===== config.mk =====
export PLATFORM = sky130hd
export DESIGN_NAME = reorder_buffer
export DESIGN_NICKNAME = d
export VERILOG_FILES = /design/src/rtl/reorder_buffer.sv
export SDC_FILE = /design/constraint.sdc
export NUM_CORES = 2
export LEC_CHECK = 0
export ABC_AREA = 1
export BUFFER_PORTS_ARGS = -buffer_cell sky130_fd_sc_hd__buf_2
export CAP_MARGIN = 5
export CORE_MARGIN = 2
export CORE_UTILIZATION = 25
export CTS_CLUSTER_DIAMETER = 80
export CTS_CLUSTER_SIZE = 28
export DETAILED_ROUTE_END_ITERATION = 10
export GPL_ROUTABILITY_DRIVEN = 0
export PLACE_DENSITY = 0.4
export SETUP_SLACK_MARGIN = 0.4
export SLEW_MARGIN = 20
export SYNTH_ARGS = -nofsm -noshare
export SYNTH_HDL_FRONTEND = slang
export SYNTH_SLANG_ARGS = --single-unit

===== constraint.sdc =====
create_clock -name clk -period 45.1 [get_ports clk]
set_clock_uncertainty 0.15 [all_clocks]
set_input_delay 2.255 -clock clk [delete_from_list [all_inputs] [get_ports clk]]
set_output_delay 2.255 -clock clk [all_outputs]
set_load 0.03 [all_outputs]

===== src/rtl/reorder_buffer.sv =====
// Circular in-order retirement queue: allocates ROB ids at dispatch, captures CDB results,
// retires the head to the register file and flushes everything on a branch mispredict.
module reorder_buffer #(
  parameter int unsigned ROB_SIZE = 16,
  parameter int unsigned ROB_ID_W = 5,
  parameter int unsigned REG_W    = 5
) (
  input  logic                clk,
  input  logic                rst,
  input  logic                enable_sign_from_cmd,
  input  logic [REG_W-1:0]    rd_from_cmd,
  input  logic                is_branch_from_cmd,
  input  logic                pred_jump_from_cmd,
  input  logic [31:0]         alt_pc_from_cmd,
  output logic [ROB_ID_W-1:0] rob_id_to_cmd,
  output logic                full_to_cmd,
  input  logic [ROB_ID_W-1:0] query1_id_from_cmd,
  input  logic [ROB_ID_W-1:0] query2_id_from_cmd,
  output logic                query1_ready_to_cmd,
  output logic [31:0]         query1_V_to_cmd,
  output logic                query2_ready_to_cmd,
  output logic [31:0]         query2_V_to_cmd,
  input  logic                valid_from_cdb,
  input  logic [ROB_ID_W-1:0] rob_id_from_cdb,
  input  logic [31:0]         V_from_cdb,
  input  logic                jump_from_cdb,
  output logic                commit_sign_to_reg,
  output logic [REG_W-1:0]    rd_to_reg,
  output logic [31:0]         V_to_reg,
  output logic [ROB_ID_W-1:0] Q_to_reg,
  output logic                rollback_sign_to_reg,
  output logic [31:0]         target_pc_to_if
);

  localparam int unsigned PtrW = $clog2(ROB_SIZE);
  localparam int unsigned CntW = $clog2(ROB_SIZE + 1);

  logic [PtrW-1:0]     head_q, head_d, tail_q, tail_d;
  logic [CntW-1:0]     count_q, count_d;

  logic [ROB_SIZE-1:0] busy_q, busy_d;
  logic [ROB_SIZE-1:0] ready_q, ready_d;
  logic [ROB_SIZE-1:0] is_branch_q, is_branch_d;
  logic [ROB_SIZE-1:0] pred_jump_q, pred_jump_d;
  logic [ROB_SIZE-1:0] actual_jump_q, actual_jump_d;
  logic [REG_W-1:0]    rd_q     [ROB_SIZE];
  logic [REG_W-1:0]    rd_d     [ROB_SIZE];
  logic [31:0]         alt_pc_q [ROB_SIZE];
  logic [31:0]         alt_pc_d [ROB_SIZE];
  logic [31:0]         v_q      [ROB_SIZE];
  logic [31:0]         v_d      [ROB_SIZE];

  logic                commit_q, commit_d;
  logic                rollback_q, rollback_d;
  logic [REG_W-1:0]    rd_reg_q, rd_reg_d;
  logic [31:0]         v_reg_q, v_reg_d;
  logic [ROB_ID_W-1:0] q_reg_q, q_reg_d;
  logic [31:0]         target_pc_q, target_pc_d;

  logic                retire_valid, mispredict, flush, commit_ok, alloc;
  logic [ROB_ID_W-1:0] cdb_m1;
  logic [PtrW-1:0]     cdb_idx;
  logic                cdb_in_range, cdb_hit;

  logic [ROB_ID_W-1:0] qid    [2];
  logic [ROB_ID_W-1:0] q_m1   [2];
  logic [PtrW-1:0]     q_idx  [2];
  logic                q_rdy  [2];
  logic [31:0]         q_val  [2];

  assign full_to_cmd   = (count_q == CntW'(ROB_SIZE));
  assign rob_id_to_cmd = ROB_ID_W'(tail_q) + ROB_ID_W'(1);

  // Retire looks only at registered readiness; a same-cycle CDB result waits one cycle.
  assign retire_valid = (count_q != '0) && ready_q[head_q];
  assign mispredict   = retire_valid && is_branch_q[head_q] &&
                        (actual_jump_q[head_q] != pred_jump_q[head_q]);
  assign flush        = mispredict;
  assign commit_ok    = retire_valid && !mispredict;
  assign alloc        = enable_sign_from_cmd && !full_to_cmd && !flush;

  assign cdb_m1       = rob_id_from_cdb - ROB_ID_W'(1);
  assign cdb_idx      = cdb_m1[PtrW-1:0];
  assign cdb_in_range = (rob_id_from_cdb != '0) && (cdb_m1 < ROB_ID_W'(ROB_SIZE));
  assign cdb_hit      = valid_from_cdb && cdb_in_range && busy_q[cdb_idx];

  assign qid[0] = query1_id_from_cmd;
  assign qid[1] = query2_id_from_cmd;

  always_comb begin
    for (int k = 0; k < 2; k++) begin
      q_rdy[k] = 1'b0;
      q_val[k] = '0;
      q_m1[k]  = qid[k] - ROB_ID_W'(1);
      q_idx[k] = q_m1[k][PtrW-1:0];
      if (qid[k] != '0) begin
        if (valid_from_cdb && (rob_id_from_cdb == qid[k])) begin
          q_rdy[k] = 1'b1;
          q_val[k] = V_from_cdb;
        end else if (q_m1[k] < ROB_ID_W'(ROB_SIZE)) begin
          q_rdy[k] = busy_q[q_idx[k]] && ready_q[q_idx[k]];
          q_val[k] = v_q[q_idx[k]];
        end
      end
    end
  end

  assign query1_ready_to_cmd = q_rdy[0];
  assign query1_V_to_cmd     = q_val[0];
  assign query2_ready_to_cmd = q_rdy[1];
  assign query2_V_to_cmd     = q_val[1];

  always_comb begin
    head_d        = head_q;
    tail_d        = tail_q;
    count_d       = count_q;
    busy_d        = busy_q;
    ready_d       = ready_q;
    is_branch_d   = is_branch_q;
    pred_jump_d   = pred_jump_q;
    actual_jump_d = actual_jump_q;
    rd_d          = rd_q;
    alt_pc_d      = alt_pc_q;
    v_d           = v_q;
    commit_d      = 1'b0;
    rollback_d    = 1'b0;
    rd_reg_d      = rd_reg_q;
    v_reg_d       = v_reg_q;
    q_reg_d       = q_reg_q;
    target_pc_d   = target_pc_q;

    if (flush) begin
      // Same-cycle allocation and CDB write are dropped with the rest of the queue.
      head_d      = '0;
      tail_d      = '0;
      count_d     = '0;
      busy_d      = '0;
      ready_d     = '0;
      rollback_d  = 1'b1;
      target_pc_d = alt_pc_q[head_q];
    end else begin
      if (cdb_hit) begin
        ready_d[cdb_idx]       = 1'b1;
        v_d[cdb_idx]           = V_from_cdb;
        actual_jump_d[cdb_idx] = jump_from_cdb;
      end
      if (commit_ok) begin
        commit_d        = 1'b1;
        rd_reg_d        = is_branch_q[head_q] ? '0 : rd_q[head_q];
        v_reg_d         = v_q[head_q];
        q_reg_d         = ROB_ID_W'(head_q) + ROB_ID_W'(1);
        busy_d[head_q]  = 1'b0;
        ready_d[head_q] = 1'b0;
        head_d          = head_q + PtrW'(1);
      end
      if (alloc) begin
        busy_d[tail_q]      = 1'b1;
        ready_d[tail_q]     = 1'b0;
        rd_d[tail_q]        = rd_from_cmd;
        is_branch_d[tail_q] = is_branch_from_cmd;
        pred_jump_d[tail_q] = pred_jump_from_cmd;
        alt_pc_d[tail_q]    = alt_pc_from_cmd;
        tail_d              = tail_q + PtrW'(1);
      end
      unique case ({alloc, commit_ok})
        2'b10:   count_d = count_q + CntW'(1);
        2'b01:   count_d = count_q - CntW'(1);
        default: count_d = count_q;
      endcase
    end
  end

  always_ff @(posedge clk or posedge rst) begin
    if (rst) begin
      head_q        <= '0;
      tail_q        <= '0;
      count_q       <= '0;
      busy_q        <= '0;
      ready_q       <= '0;
      is_branch_q   <= '0;
      pred_jump_q   <= '0;
      actual_jump_q <= '0;
      for (int i = 0; i < ROB_SIZE; i++) begin
        rd_q[i]     <= '0;
        alt_pc_q[i] <= '0;
        v_q[i]      <= '0;
      end
      commit_q      <= 1'b0;
      rollback_q    <= 1'b0;
      rd_reg_q      <= '0;
      v_reg_q       <= '0;
      q_reg_q       <= '0;
      target_pc_q   <= '0;
    end else begin
      head_q        <= head_d;
      tail_q        <= tail_d;
      count_q       <= count_d;
      busy_q        <= busy_d;
      ready_q       <= ready_d;
      is_branch_q   <= is_branch_d;
      pred_jump_q   <= pred_jump_d;
      actual_jump_q <= actual_jump_d;
      rd_q          <= rd_d;
      alt_pc_q      <= alt_pc_d;
      v_q           <= v_d;
      commit_q      <= commit_d;
      rollback_q    <= rollback_d;
      rd_reg_q      <= rd_reg_d;
      v_reg_q       <= v_reg_d;
      q_reg_q       <= q_reg_d;
      target_pc_q   <= target_pc_d;
    end
  end

  assign commit_sign_to_reg   = commit_q;
  assign rd_to_reg            = rd_reg_q;
  assign V_to_reg             = v_reg_q;
  assign Q_to_reg             = q_reg_q;
  assign rollback_sign_to_reg = rollback_q;
  assign target_pc_to_if      = target_pc_q;

endmodule


* Yosys cells after proc, flatten, opt, wreduce, memory -nomap -nowiden *
Index checks and enable logic that the tools add are counted.

storage, ports and cells
  memory bits (writable) = 0
  memories kept = 0
  input port bits = 91
  bits in registers = 1273
  output and inout bits = 148
  bits in read-only memories = 0
  latch bits = 0

operators by class
  reduce and logical (&&, ||, !) cells = 30
  multipliers = 0
  shifts and indexed selects = 0
  $lt $le $gt $ge = 18
  bitwise logic cells = 13
  divide/modulo/power cells = 0
  add/subtract/negate cells = 9
  eq/ne operators = 6
  muxes and demuxes = 83

operators by type and width
  operator             count
  $bwmux 512           2
  $bmux 32 s4          4
  $mux 32              16
  $demux 32 s4         2
  $mux 16              10
  $bwmux 80            1
  $and 16x16->16       3
  $bwmux 16            3
  $bmux 1 s4           9
  $not 16->16          2
  $or 16x16->16        2
  $ge 5x5->1 const B   5
  $lt 4x5->1 const B   5
  $mux 5               5
  $not 4->5            5
  $mux 1               21
  $bmux 5 s4           1
  $demux 5 s4          1
  $reduce_bool 5->1    4
  $sub 5x1->5 const B  4
  $logic_and 1x1->1    18
  $mux 4               4
  $lt 5x5->1 const B   3
  $demux 1 s4          3
  16 further kinds     26

* Longest topological paths before layout *
  depth in word-level cells = 14
  depth in mapped cells = 25
  mapped depth without buffers = 22

* Least setup slack after synthesis *
OpenSTA, ideal clock, no wires.

  path type = in2out
  start = in query2_id_from_cmd[0]
  end = out query2_V_to_cmd[14]
  cell stages on the path = 13
  path slack = 37430 ps
  arrival time = 5265 ps
  required time = 42695 ps
  cells stage by stage = inv_1 > clkbuf_1 > buf_1 > ha_1 > clkbuf_1 > inv_1 > clkbuf_1 > clkbuf_1 > buf_1 > a211oi_1 > o311ai_0 > nand3_1 > a21oi_1

between the ends
  word-level cells in the longest chain between the ends = 8

RTL lines
  what                                        RTL line  RTL
  from (decl)                                 18        input logic [ROB_ID_W-1:0] query2_id_from_cmd,
  $sub 5x1->5                                 94        q_m1[k] = qid[k] - ROB_ID_W'(1);
  $not 4->5 (implied by the code)             102       q_val[k] = v_q[q_idx[k]];
  $bmux 32 s4                                 102
  $mux 32 (implied by the code) (2 in a row)  102
  $mux 32                                     100       end else if (q_m1[k] < ROB_ID_W'(ROB_SIZE)) begin
  $mux 32                                     97        if (valid_from_cdb && (rob_id_from_cdb == qid[k])) begin
  $mux 32 *                                   96        if (qid[k] != '0) begin
  to (decl)                                   22        output logic [31:0] query2_V_to_cmd,

Mark *: on every way between the ends. The rest lies on a longest branch, timed or not. The select of a mux whose other input is x is not followed.

* Worst setup path after layout *
  start = in query1_id_from_cmd[0]
  end = out query1_V_to_cmd[1]

between the ends
  word-level cells in the longest chain between the ends = 8

RTL lines
  what                                        RTL line  RTL
  from (decl)                                 17        input logic [ROB_ID_W-1:0] query1_id_from_cmd,
  $sub 5x1->5                                 94
  $not 4->5 (implied by the code)             102
  $bmux 32 s4                                 102
  $mux 32 (implied by the code) (2 in a row)  102
  $mux 32                                     100
  $mux 32                                     97
  $mux 32 *                                   96
  to (decl)                                   20        output logic [31:0] query1_V_to_cmd,

Marks and branches as above.

==> impl.org <==
** Outcome
- Status :: finished clean

** Worst setup path
- Worst setup path class :: input port to primary output
- Largest incremental delay on the critical path :: 0.66 ns
- CP Capture Type :: primary output
- On the critical path the largest part of the delay comes from buffers and inverters.
- Max stage delay cell, worst path :: clkinv_2
- CP Data Required Time :: around 43 ns
- The critical path goes through buf_8 -> inv_6 -> ha_1 -> xnor2_2 -> buf_4 -> clkinv_2 -> buf_4 -> a21oi_1 -> o21ai_0 -> o311ai_0 -> nand3_1 -> a21oi_1 -> buf_2.
- Together, buffers and inverters on the worst path number 6.
- Data arrives at the worst endpoint at roughly 6.6 ns.
- The worst register-to-register path has a setup slack of approximately 39 ns.
- Of all nets on the critical path, the largest fanout is 80.
- STA classifies the critical path startpoint as an input port.

** Placed design
- After detailed placement, the design holds a cell count of about 12000.
- Port buffer count :: 238
- Summed over all nets, the half-perimeter wirelength after detailed placement is 162 mm.

** Detailed routing
- Final antenna-violating net count :: 0
- Detailed routing placed a total of between 10 and 15 mm of wire on met3.
- Metal-1 WL :: 123 mm
- Summing over every cut layer, the via total after detailed routing is 62000.
- Number of iterations in the first detailed-routing pass :: 6
- Routed WL :: roughly 280 mm
- Summed over all nets, wire length on met2 after detailed routing comes to 134 mm.
- After detailed routing, the average wire length per cell comes to 23.0 um.
- The detailed router finished its first iteration with 5893 violations.
- After detailed routing, the number of vias per cell comes to between 5 and 6.
- Top layer in use :: met5
- In the routed design, unresolved DRC markers number 0.

** Final layout
- Post-Layout Cell Count :: ~12000
- Top Registers :: alt_pc_q: 512 flops, v_q: 512 flops, rd_q: 80 flops
- Fraction of final layout cells with drive strength greater than 1 :: 0.0763
- At the end of the flow the core is filled with cells to 0.278.
- Area growth from synthesis to final layout :: 11.0%
- The net count of the finished layout is 8702.

** GRT
- Pin count of the biggest net entering global routing :: 185
- The number of antenna violations at the first check in global routing came to between 40 and 50.
- GR Util All Layers :: 0.203
- The number of global-route vias before repair is 59500.
- Aggregate global routing overflow :: 0
- The first global-routing pass estimated about 420 mm of wire.

** STA
- Worst slew margin relative to its limit :: 0.242
- Setup TNS :: 0 ns
- Dividing the final minimum period by the clock period gives 0.201.
- Peak Freq :: 0.111 GHz
- Final hold violation count :: 0
- Setup repair after global routing left no endpoint under its margin.
- Actual slew at the worst max-slew pin :: 1.14 ns
- Final period demand of the worst path :: 9.05 ns
- Setup violations remaining at the end of the flow were counted as 0.
- The max-slew violation count came to 0.
- Worst-case hold slack :: 0.329 ns

** Clocking
- Total CTS buffers :: 106
- Clock insertion delay at the later pin of the skew report :: 0.79 ns
- Buffers from clock root to sink, at most :: 3
- The clock tree synthesis step divided the H-tree into 3 levels.
- Number of resized instances in the post-cts repair step :: 0
- TritonCTS built the clock tree.
- Clock root buffer :: clkbuf_16
- Number of sinks handled by clock tree synthesis :: 1273
- Clock slew seen by the registers of the worst setup and hold paths :: 0.07 ns
- After clock tree synthesis, the flow added hold-fix buffers numbering 0.
- Setup repair bufs after CTS :: 0

** Floorplan
- Core Box Area :: 267000 um^2
- The die covers 273000 um^2.
- The floorplan step set the die height to 522 um.
- In this run the horizontal extent of the chip is about 520 um.
- The initial utilization of the core area, before any placement, comes to 0.251.
- The floorplan has 190 rows.
- For this design the top-level I/O count stands at 239.

** Job
- The tool flagged a number of max-cap violations equal to 0.

** Logic synthesis
- In this run, synthesis produced a sequential element count of 1273.
- Yosys attributes the largest share of cell area to dfrtp_1, o21ai_0, nand2_1, a21oi_1, inv_1.
- Netlist area before placement :: 67100 um^2
- Area leader, netlist :: dfrtp_1
- Synthesis produced a netlist whose cell count is around 8900.
- Area share of the leading cell type in the synthesized netlist :: 0.475
- The netlist uses 45 different library cells.
- Leading cell types by count after synthesis :: o21ai_0, nand2_1, dfrtp_1
- Dominant register cell in the synthesized netlist :: dfrtp_1
- Of the synthesized area, sequential elements account for 0.475.
- Yosys printed 0 warnings.
- By instance count, the leading cell after synthesis is o21ai_0.
- Counting every net in the synthesized netlist gives 9018.
- Average instance area after synthesis :: 7.53 um^2
- Async S/R FF share, synth :: 1.00
- Count of flip-flops with a built-in enable after synthesis :: 0

** Hold path
- Class of the tightest hold or removal check :: flop to flop

** Power and ir drop
- Total power consumption of the routed design :: between 4 and 5 mW
- In this run the power density over the cells is 67.0 nW/um^2.
- VDD sags by at most 0.0606 mV.
- In this run the static leakage power is 32.1 nW.
## cell families after synthesis
family / synth area share
fa+ha+maj: 0.00354
compound gates: 0.288
flops: 0.475
buf+inv: 0.0849
xor+xnor: 0.00155
simple gates: 0.148
## final timing paths
| path | cells after the start | from | to |
|---|---|---|---|
| max | 13 | query1_id_from_cmd[0] | query1_V_to_cmd[1] |
| min | 2 | Q_to_reg[4]$_DFFE_PP0P_ | Q_to_reg[4]$_DFFE_PP0P_ |
| max reg2reg | 18 | head_q[0]$_DFFE_PP0P_ | v_q[254]$_DFFE_PP0P_ |
| min reg2reg | 2 | Q_to_reg[4]$_DFFE_PP0P_ | Q_to_reg[4]$_DFFE_PP0P_ |
| max in group asynchronous | 5 | rst | tail_q[0]$_DFFE_PP0P_ |
| min in group asynchronous | 2 | rst | V_to_reg[25]$_DFFE_PP0P_ |
## power by group
part	leakage, nW	switching, mW	internal [mW]
Clock	1.80	0.520	0.507
Sequential	15.9	0.283	1.62
Combinational	14.4	1.43	0.625
## metal layers
layer	track usage	vias to the layer above
li1	-	29400
met1	0.267	30200
met2	0.341	1964
met3	0.0267	447
met4	0.0680	22
met5	0	-
## stage by stage
| stage | instance area, um^2 | setup slack, ns |
|---|---|---|
| 2_1_floorplan | 67100 | 6.82 |
| 3_3_place_gp | 70700 | 36.21 |
| 3_5_place_dp | 70700 | 36.20 |
| 4_1_cts | 74400 | 36.20 |
| 5_1_grt | 74500 | 35.96 |
| 6_report | 74500 | 36.05 |
## layout make-up
class / count / area (um^2)
fill: 29300 / 193000
timing repair buffer: 361 / 2220
inverter: 637 / 2450
clock buffer: 122 / 2840
antenna: 12 / 30.0
tap: 3552 / 4440
multi-input combinational: 6213 / 29700
sequential: 1273 / 31900
clock inverter: 78 / 886
## cells in the final DEF, fill, tap and decap left out, types with 71 or more instances in the layout
cell and n:
a211oi_1 71, inv_1 594, dfrtp_1 1271, o21ai_1 338, nand2_1 1694, nand3_1 196
buf_2 236, nor2_1 562, o211ai_1 79, clkbuf_16 108, buf_4 116, a21oi_1 847
o21ai_0 2138
## tightest hold or removal path, stage by stage, from the launching register on
cell	delay [ns]
dfrtp_1	0.34
nand2_1	0.05
nand2_1	0.06
Note: power is estimated with default switching activity, not from simulation.
